## config.mk

```make
export PLATFORM = sky130hd
export DESIGN_NAME = pipeline_hazard_ctrl
export DESIGN_NICKNAME = d
export VERILOG_FILES = /design/src/rtl/pipeline_hazard_ctrl.sv
export SDC_FILE = /design/constraint.sdc
export NUM_CORES = 1
export LEC_CHECK = 0
export BUFFER_PORTS_ARGS = -buffer_cell sky130_fd_sc_hd__clkbuf_2
export CORE_MARGIN = 5
export CORE_UTILIZATION = 46
export CTS_CLUSTER_SIZE = 40
export DETAILED_ROUTE_END_ITERATION = 10
export PLACE_DENSITY = 0.8
export SLEW_MARGIN = 20
export SYNTH_ARGS = -nofsm -noshare
export SYNTH_HDL_FRONTEND = slang
export SYNTH_SLANG_ARGS = --single-unit
```

## constraint.sdc

```tcl
create_clock -name clk -period 3.2 [get_ports clk]
set_input_delay 0.64 -clock clk [delete_from_list [all_inputs] [get_ports clk]]
set_output_delay 0.64 -clock clk [all_outputs]
set_load 0.02 [all_outputs]
```

## src/rtl/pipeline_hazard_ctrl.sv

```systemverilog
// Stall/flush sequencer for the 5-stage pipeline front end (PC, Fetch/Decode, Decode/Execute).
// Optional stall-cycle performance counter: define STALL_PERF_COUNTER_EN.
module pipeline_hazard_ctrl #(
  parameter int unsigned FLUSH_CYCLES = 1,
  parameter int unsigned MEM_TIMEOUT  = 16,
  parameter logic [4:0]  ZERO_REG     = 5'd31
) (
  input  logic       clk,
  input  logic       reset,
  input  logic [4:0] Rn_Decode,
  input  logic [4:0] Rm_Decode,
  input  logic       useRn_Decode,
  input  logic       useRm_Decode,
  input  logic [4:0] Rd_DecodeRegister,
  input  logic       MemToReg_DecodeRegister,
  input  logic       RegWrite_DecodeRegister,
  input  logic       branchTaken_Execute,
  input  logic       memBusy,
  output logic       pcEnable,
  output logic       fetchRegEnable,
  output logic       decodeRegEnable,
  output logic       decodeBubble,
  output logic       fetchFlush,
  output logic       memTimeout,
`ifdef STALL_PERF_COUNTER_EN
  input  logic       perfClear,
  output logic [31:0] stallCycles,
`endif
  output logic [1:0] hazardState
);

  typedef enum logic [1:0] {
    RUN      = 2'd0,
    MEM_WAIT = 2'd1,
    FLUSH    = 2'd2
  } state_t;

  localparam logic [2:0] FLUSH_RELOAD = 3'(FLUSH_CYCLES - 1);
  localparam logic [7:0] WAIT_MAX     = 8'(MEM_TIMEOUT);
  localparam logic [7:0] WAIT_LAST    = 8'(MEM_TIMEOUT - 1);

  state_t     state;
  logic [2:0] flush_cnt;
  logic [7:0] wait_cnt;
  logic       load_use;

  assign load_use = MemToReg_DecodeRegister & RegWrite_DecodeRegister &
                    (Rd_DecodeRegister != ZERO_REG) &
                    ((useRn_Decode & (Rn_Decode == Rd_DecodeRegister)) |
                     (useRm_Decode & (Rm_Decode == Rd_DecodeRegister)));

  // Control vector order: pcEnable, fetchRegEnable, decodeRegEnable, decodeBubble, fetchFlush.
  always_comb begin
    {pcEnable, fetchRegEnable, decodeRegEnable, decodeBubble, fetchFlush} = 5'b00011;
    hazardState = 2'd0;
    if (reset) begin
      hazardState = state;
      case (state)
        RUN: begin
          if (memBusy)
            {pcEnable, fetchRegEnable, decodeRegEnable, decodeBubble, fetchFlush} = 5'b00000;
          else if (branchTaken_Execute)
            {pcEnable, fetchRegEnable, decodeRegEnable, decodeBubble, fetchFlush} = 5'b11111;
          else if (load_use)
            {pcEnable, fetchRegEnable, decodeRegEnable, decodeBubble, fetchFlush} = 5'b00110;
          else
            {pcEnable, fetchRegEnable, decodeRegEnable, decodeBubble, fetchFlush} = 5'b11100;
        end
        MEM_WAIT:
          {pcEnable, fetchRegEnable, decodeRegEnable, decodeBubble, fetchFlush} = 5'b00000;
        FLUSH: begin
          if (memBusy)
            {pcEnable, fetchRegEnable, decodeRegEnable, decodeBubble, fetchFlush} = 5'b00000;
          else
            {pcEnable, fetchRegEnable, decodeRegEnable, decodeBubble, fetchFlush} = 5'b11111;
        end
        default:
          {pcEnable, fetchRegEnable, decodeRegEnable, decodeBubble, fetchFlush} = 5'b11100;
      endcase
    end
  end

  always_ff @(posedge clk or negedge reset) begin
    if (!reset) begin
      state      <= RUN;
      flush_cnt  <= '0;
      wait_cnt   <= '0;
      memTimeout <= 1'b0;
    end else begin
      case (state)
        RUN: begin
          if (memBusy) begin
            state    <= MEM_WAIT;
            wait_cnt <= 8'd1;
          end else if (branchTaken_Execute && (FLUSH_CYCLES > 1)) begin
            state     <= FLUSH;
            flush_cnt <= FLUSH_RELOAD;
          end
        end
        MEM_WAIT: begin
          if (memBusy) begin
            if (wait_cnt == WAIT_LAST)
              memTimeout <= 1'b1;
            if (wait_cnt != WAIT_MAX)
              wait_cnt <= wait_cnt + 8'd1;
          end else begin
            state    <= RUN;
            wait_cnt <= '0;
          end
        end
        FLUSH: begin
          if (memBusy) begin
            state     <= MEM_WAIT;
            wait_cnt  <= 8'd1;
            flush_cnt <= '0;
          end else if (branchTaken_Execute) begin
            flush_cnt <= FLUSH_RELOAD;
          end else begin
            flush_cnt <= flush_cnt - 3'd1;
            if (flush_cnt == 3'd1)
              state <= RUN;
          end
        end
        default: state <= RUN;
      endcase
    end
  end

`ifdef STALL_PERF_COUNTER_EN
  always_ff @(posedge clk or negedge reset) begin
    if (!reset)
      stallCycles <= '0;
    else if (perfClear)
      stallCycles <= '0;
    else if (!pcEnable)
      stallCycles <= stallCycles + 32'd1;
  end
`endif

endmodule

```

## Word-level counts from Yosys, hierarchy flattened

Index checks and enable logic that the tools add are counted.
W data, S select, Z words.

| storage, ports and cells | value |
|---|---|
| bits in registers | 14 |
| latch bits | 0 |
| output and inout port bits | 8 |
| memory bits (writable) | 0 |
| memories | 0 |
| ROM bits | 0 |
| word-level logic and storage cells | 62 |
| bits of input ports | 23 |

| operators by class | value |
|---|---|
| muxes and demuxes | 30 |
| equal/unequal tests | 14 |
| add/subtract/negate cells | 2 |
| reduce and logical (&&, ||, !) cells | 6 |
| shifts and indexed selects | 0 |
| $mul | 0 |
| divide/modulo/power cells | 0 |
| bitwise logic cells | 6 |
| $lt $le $gt $ge | 0 |

Operator list:

| operator | count |
|---|---|
| $mux W8 | 3 |
| $pmux W8 S2 | 1 |
| $mux W1 | 13 |
| $mux W2 | 6 |
| $eq A5 B5 Y1 | 2 |
| $ne A3 B3 Y1 const B | 3 |
| $add A8 B1 Y8 const B | 1 |
| $eq A8 B4 Y1 const B | 1 |
| $ne A8 B5 Y1 const B | 1 |
| $mux W3 | 2 |
| $pmux W1 S2 | 3 |
| $pmux W2 S3 | 1 |
| $reduce_and A3 Y1 | 2 |
| $and A1 B1 Y1 | 5 |
| $ne A5 B5 Y1 const B | 1 |
| $ne A2 B2 Y1 const B | 2 |
| $reduce_and A4 Y1 | 1 |
| $eq A3 B1 Y1 const B | 1 |
| $pmux W1 S3 | 1 |
| $sub A3 B1 Y3 const B | 1 |
| $eq A2 B1 Y1 const B | 1 |
| $eq A2 B2 Y1 const B | 1 |
| $logic_not A2 Y1 | 1 |
| $ne A2 B1 Y1 const B | 1 |
| other kinds (3) | 3 |

## Logic depth before layout (Yosys ltp)

Gate-level depths: netlist (run 1).

| logic depth | value |
|---|---|
| word-level depth | 9 |
| mapped depth | 6 |
| mapped depth without buffers | 6 |

## Least setup slack after synthesis (run 1)

Ideal clock, no wire load.

| path | value |
|---|---|
| path type | input -> output |
| start | input Rd_DecodeRegister[3] |
| end | output pcEnable |
| data arrival time | 1,796 ps |
| required time | 2,560 ps |
| slack | 764 ps |
| buffers on the path | 1 |
| stages on the path | 5 |
| path through | xor2_1 > nor4_2 > a32oi_1 > o311a_1 > buf_4 |

| on the way | value |
|---|---|
| longest elaborated chain between the ends | 9 |
| elaborated cells between the ends (all ways) | 13 |
| classes of those cells | eq/ne: 3; mux: 5; bitwise: 5 |

RTL lines:

| what | RTL line | text |
|---|---|---|
| start: declaration | 14 | `input logic [4:0] Rd_DecodeRegister,` |
| $eq A5 B5 Y1, on equally long branches | 49, 50 |  |
| $and A1 B1 Y1, on equally long branches | 49, 50 |  |
| $or A1 B1 Y1 | 49 | `((useRn_Decode & (Rn_Decode == Rd_DecodeRegister)) \|` |
| $and A1 B1 Y1 * | 48 | `(Rd_DecodeRegister != ZERO_REG) &` |
| $mux W1 * (3 in series) | -- |  |
| $pmux W1 S3 * | -- |  |
| $mux W1 * | -- |  |
| end: declaration | 19 | `output logic pcEnable,` |

Every way passes the cells marked *; elsewhere a longest branch is shown, timed or not.

## Worst setup path in the final report (run 1)

| path | value |
|---|---|
| start | input Rd_DecodeRegister[3] |
| end | output pcEnable |

| on the way | value |
|---|---|
| longest elaborated chain between the ends | 9 |
| elaborated cells between the ends (all ways) | 13 |
| classes of those cells | eq/ne: 3; mux: 5; bitwise: 5 |

RTL lines:

| what | RTL line | text |
|---|---|---|
| $eq A5 B5 Y1, on equally long branches | 49, 50 |  |
| $and A1 B1 Y1, on equally long branches | 49, 50 |  |
| $or A1 B1 Y1 | 49 |  |
| $and A1 B1 Y1 * | 48 |  |
| $mux W1 * | 64 | `else if (load_use)` |
| $mux W1 * | 62 | `else if (branchTaken_Execute)` |
| $mux W1 * | 60 | `if (memBusy)` |
| $pmux W1 S3 * | 58 | `case (state)` |
| $mux W1 * | 56 | `if (reset) begin` |

Marks and branches as above.

==> results of run 1 <==
## cell usage in the layout (no fill, tap or decap), drive strengths merged
cell type / count
inv: 5
a21oi: 2
conb: 1
o21ai: 6
and3: 3
nand2: 8
and2: 4
nor4: 2
a21o: 1
nand4: 2
ha: 4
nor2: 2
a32oi: 1
and4bb: 1
o311a: 1
xor2: 12
nand3: 4
a2bb2oi: 1
nor3: 1
xnor2: 3
a41o: 1
clkbuf: 32
a22o: 3
o21bai: 2
dfrtp: 10
a211oi: 1
## state kept, by name, summed over array words and instances, names as in the netlist
signal and count:
wait_cnt 8, state 1, memTimeout 1
## cells in the mapped netlist, types with 3 or more instances
| cell type | number | area share (%) |
|---|---|---|
| a22o_1 | 3 | 3.4 |
| and2_1 | 3 | 2.4 |
| and3_1 | 3 | 2.4 |
| dfrtp_1 | 10 | 33 |
| ha_1 | 4 | 6.5 |
| inv_1 | 5 | 2.4 |
| nand2_1 | 8 | 3.9 |
| nand3_1 | 4 | 2.6 |
| o21ai_0 | 6 | 3.9 |
| xnor2_1 | 3 | 3.4 |
| xor2_1 | 12 | 14 |
## per-stage QoR
stage          hold WS (ns)  utilization, %  area, sq um
6_report              0.236            60.6          935
5_1_grt               0.263            60.6          935
4_1_cts               0.251            60.6          935
3_5_place_dp          0.469            59.2          912
3_3_place_gp          0.448            59.2          912
2_1_floorplan         0.344               -          767
## worst max path at each step
stage / slack [ns] / from / end
2_1_floorplan: 0.76 / Rd_DecodeRegister[3] / pcEnable
3_3_place_gp: 0.70 / Rd_DecodeRegister[3] / fetchRegEnable
3_5_place_dp: 0.68 / Rd_DecodeRegister[3] / fetchRegEnable
4_1_cts: 0.68 / Rd_DecodeRegister[3] / fetchRegEnable
5_1_grt: 0.59 / Rd_DecodeRegister[3] / fetchRegEnable
6_report: 0.69 / Rd_DecodeRegister[3] / pcEnable
## metal layers
| metal | global-route usage [%] | vias to the layer above |
|---|---|---|
| met5 | 0 | - |
| met4 | 9.36 | 0 |
| met3 | 5.23 | 5 |
| met2 | 23.8 | 14 |
| met1 | 16.0 | 333 |
| li1 | - | 352 |
## cells by family (layout without fill, tap and decap cells)
kind of cell             after synthesis  count (layout)
XOR/XNOR                              15              15
adder cells (fa/ha/maj)                4               4
buffers and inverters                  8              37
AO/OA/AOI/OAI                         19              19
other                                  1               1
AND/OR/NAND/NOR                       27              27
flip-flops                            10              10
## area by class of cell
cell class / instances / share of cell area [%]
sequential: 10 / 26.8
timing repair buffer: 29 / 15.5
tap: 16 / 2.14
inverter: 5 / 2.01
multi-input combinational: 66 / 51.1
clock buffer: 3 / 2.41
## where the power goes
part / switching, uW / internal [uW]
Combinational: 101 / 75.3
Clock: 46.1 / 43.6
Sequential: 25.0 / 149
## critical path: stages
cell and delay [ns]:
clkbuf_2 0.11, xor2_1 0.18, nor4_2 0.27, a32oi_1 0.15, o311a_1 0.36, clkbuf_2 0.16
==> flow_summary.yaml, run 1 <==
critical_path:
  reg2reg_from: "wait_cnt[0]"
  worstPathRequired_ns: 2.56
  r2r_slack_ns: 1.69
  arrival_ns: 1.87
  critical_path_class: "in -> out"
  start_kind: "input port"
  path_max_fanout: 3
  r2r-end: "wait_cnt[5]"
  ff2ff_path_depth: 6
  cp-end-kind: "output pin"
detailed_routing:
  topRoutingLayerUsed: "met4"
  first_pass_iters: 2
  met3_length_um: 96
  drtAntennaViolNets: 0
  wl_met1_um: 754
  drtIter0Drc: 10
  vias: 704
  wirelength_mm: 1.81
  wl_per_cell_um: 14.0
  wl_met2_um: 922
  drc: 0
  avgViaCountPerCell: 5.46
floorplan:
  start_util_pct: 49.8
  fp.coreArea_sq_um: 1540
  fp.dieW_um: 50.8
  die_h_um: 50.8
  rows: 14
  die_area_sq_um: 2580
  ios: 31
global_route:
  grt_pass1_wl_mm: 2.88
  grt_max_degree: 15
  grt.total_usage_pct: 14.6
  grt_pass1_vias: 673
  grt-ovfl-total: 0
  antenna_found_initial: 0
logic_synthesis:
  avgSynthCellArea_sq_um: 9.13
  synthArstFlopShare_pct: 100
  synthFlopType: "dfrtp_1"
  synth-simple-area-share_pct: 20.2
  synth-xor-area-share_pct: 17.1
  muxShareOfSynthArea_pct: 0
  synthAdderAreaFrac_pct: 6.53
  synth_enable_flop_cells: 0
  ys_ff_latch: 10
  syn_nets: 111
  synth_cell_type_count: 30
  syn_area_sq_um: 767
  synth_compound_area_share_pct: 17.9
  syn_inst: 84
  synth_top_family_by_area: "simple AND/OR/NAND/NOR gates"
  ys.warnings.count: 0
  seq_area_frac_synth_pct: 32.6
place:
  io_buffers: 29
  hpwl_mm: 1.49
  place_inst: 126
  pre_cts_slack_ns: 0.680
  place_congestion: 0.790
timing:
  tns_ns: 0
  fin_ws_ns: 0.689
  period_share_pct: 78.5
  maxSlewViolCount: 0
  skew_ns: 0.00941
  min_period_ns: 2.51
  final-setup-viol-count: 0
  hold_viol: 0
  fmaxAchievable_mhz: 398
  worstMarginPinSlew_ns: 0.651
  maxSlewHeadroom_pct: 56.4
  rsz0062_at_grt: "false"
cells_and_area:
  multi_input_area_sq_um: 478
  syn_to_final_growth_pct: 21.9
  drive_above_1_share_pct: 31.0
  fin_nets: 142
  instances_no_fill: 129
  n_antenna_cell: 0
  fill_cells: 143
  regArea_sq_um: 250
min_path:
  min_path_type: "in -> async"
job:
  max_cap_viol_count: 0
clock_tree:
  clockBufferDepth: 2
  cts_tree: "yes"
  clk_pin_slew_ns: 0.07
  cts.root.buffer_cell: "clkbuf_4"
  ctsResizeCount: 0
  clock-sinks: 10
  htree_levels: 1
  clock_latency_ns: 0.28
  ctsHoldBuffers: 0
  cts_buffers: 3
  cts_setup_buffers: 0
power_and_ir_drop:
  leakagePower_uw: 0.000488
  max-vdd-ir-drop_mv: 0.368
  cellPowerDensity_nw_per_um2: 470
  p_total_uw: 440
status:
  status: "complete, no violations"
No activity file was read; power rests on OpenSTA's default activity.
==> inputs of run 2 (changes only) <==
ABC_AREA = 1   (was unset)
CORE_UTILIZATION = 44   (was 46)
PLACE_DENSITY = 0.78   (was 0.8)
clock period = 2.05 ns   (was 3.2 ns; I/O delays follow)
==> run 2 against run 1 <==
Against the previous run:
- clock power grew 110%
- critical path depth shrank 1
- sequential power grew 47%
- final cell count grew 54%
- count of clock-buffer cells in the layout grew 1
- largest power group unchanged
- first-iteration DRC count grew 60%
- utilization shrank 5.1 points
- wire length grew 11%
- clock skew shrank 0.0030 ns
- sequential share of layout area shrank 3.6 points
- flip-flop and latch count is the same
- highest routed layer unchanged
- critical endpoint is now decodeBubble
- combinational power grew 84%
==> flow_summary.yaml, run 2 <==
detailed_routing:
  drtIter0Drc: 16
  avgViaCountPerCell: 4.81
  first_pass_iters: 5
  drc: 0
  drtAntennaViolNets: 0
  wirelength_mm: 2.01
  wl_per_cell_um: 10.1
  vias: 958
floorplan:
  fp.dieW_um: 54.7
  start_util_pct: 45.4
  ios: 31
  die_h_um: 54.7
  fp.coreArea_sq_um: 1940
  die_area_sq_um: 3000
  rows: 16
logic_synthesis:
  yosysMostFrequentCell: "nand2_1"
  ys.warnings.count: 0
  synth_cell_type_count: 22
  synthArstFlopShare_pct: 100
  avgSynthCellArea_sq_um: 6.20
  synth.top_cell.area_share_pct: 28.4
  syn_inst: 142
  yosysTopAreaCell: "dfrtp_1"
  synth.area.top_cells: "dfrtp_1 (28%), nand2_1 (20%), inv_1 (10%)"
  ys_ff_latch: 10
  synth_common_cells: "nand2_1 (47), inv_1 (24), nor2_1 (16)"
  syn_nets: 169
  seq_area_frac_synth_pct: 28.4
  synthFlopType: "dfrtp_1"
  synth_enable_flop_cells: 0
  syn_area_sq_um: 881
clock_tree:
  cts_buffers: 3
  htree_levels: 1
  clock-sinks: 10
  cts_tree: "yes"
  clockBufferDepth: 2
  clock_latency_ns: 0.28
  cts.root.buffer_cell: "clkbuf_4"
  clk_pin_slew_ns: 0.07
  ctsHoldBuffers: 0
  ctsResizeCount: 0
  cts_setup_buffers: 0
power_and_ir_drop:
  max-vdd-ir-drop_mv: 0.612
  leakagePower_uw: 0.000636
  cellPowerDensity_nw_per_um2: 709
timing:
  min_period_ns: 1.81
  rsz0062_at_grt: "false"
  tns_ns: 0
  maxSlewViolCount: 0
  fmaxAchievable_mhz: 553
  period_share_pct: 88.1
  hold_viol: 0
  final-setup-viol-count: 0
  skew_ns: 0.00639
global_route:
  grt_pass1_wl_mm: 3.41
  grt_pass1_vias: 864
  grt-ovfl-total: 0
  grt.total_usage_pct: 15.9
  grt_max_degree: 15
  antenna_found_initial: 0
critical_path:
  path_max_fanout: 4
  critical_path_class: "reg -> out"
  start_kind: "flip-flop"
  arrival_ns: 1.40
  cpPeakStageDelay_ns: 0.38
  path_cells: "nor2_1 > inv_1 > o21ai_0 > o21bai_1 > clkbuf_2"
  worstPathRequired_ns: 1.64
  critPathTopFamily: "flip-flops"
  r2r_slack_ns: 0.49
  cp-end-kind: "output pin"
  cp.buffers_inverters: 2
  critPathSlowestCell: "dfrtp_1"
cells_and_area:
  drive_above_1_share_pct: 22.1
  regArea_sq_um: 250
  layout_commonest_cell: "nand2_1"
  fin_area_sq_um: 1080
  fill_cells: 190
  syn_to_final_growth_pct: 22.4
  most-common-layout-cells: "nand2_1 (47), clkbuf_2 (29), inv_1 (24)"
  n_antenna_cell: 0
  multi_input_area_sq_um: 512
  reg_top3: "wait_cnt x8, memTimeout x1, state x1"
  largest_reg_flops: 8
  max_flop_register: "wait_cnt"
  fin_nets: 200
min_path:
  min_path_type: "in -> async"
status:
  status: "complete, no violations"
job:
  max_cap_viol_count: 0
place:
  place_congestion: 0.765
  io_buffers: 29
  placed_area_sq_um: 1040
  hpwl_mm: 1.62
==> run 2: stage by stage <==
stage          std cells  hold WS, ns  utilization, %  setup slack [ns]  total power, uW
2_1_floorplan        142        0.114               -             0.104              486
3_3_place_gp         195        0.315            53.7             0.301              578
3_5_place_dp         195        0.322            53.7             0.288              584
4_1_cts              199       0.0217            55.5             0.242              770
5_1_grt              199       0.0344            55.5             0.109              833
6_report             199      0.00986            55.5             0.243              765
==> run 2: cell type report <==
class | instances | share of cell area, %
inverter | 25 | 8.70
multi-input combinational | 103 | 47.4
timing repair buffer | 30 | 14.2
tap | 27 | 3.13
sequential | 10 | 23.2
clock buffer | 4 | 3.36
==> run 2: final timing paths <==
check | from | end | cells past startpoint
worst max-delay path | state[0] | decodeBubble | 5
worst min-delay path | reset | memTimeout | 1
worst max register to register | wait_cnt[0] | wait_cnt[7] | 8
worst min register to register | memTimeout | memTimeout | 1
max in group asynchronous | reset | wait_cnt[0] | 1
min in group clk | memTimeout | memTimeout | 1
==> run 2: logic make-up after synthesis <==
group                    count (synthesis)  share of synthesized area [%]
flip-flops                              10                           28.4
XOR/XNOR                                 5                           4.97
other                                    1                          0.426
buffers and inverters                   29                           13.5
adder cells (fa/ha/maj)                  4                           5.68
AO/OA/AOI/OAI                           16                           10.4
AND/OR/NAND/NOR                         77                           36.6
==> run 2: routing by layer <==
layer	routed length (um)	part of all wire, %	GRT usage, %	up-vias
met1	883	44	19.1	434
met4	25	1.2	4.98	0
met3	79	3.9	4.09	4
met5	0	0	0	-
li1	-	-	-	496
met2	1020	51	27.2	24
==> run 2: power by group <==
group | total (uW) | leakage [uW] | internal, uW | switching (uW)
combinational | 324 | 0.000481 | 121 | 204
clock | 185 | 0.0000210 | 108 | 76.7
sequential | 256 | 0.000134 | 231 | 24.5
total | 765 | 0.000636 | 460 | 305
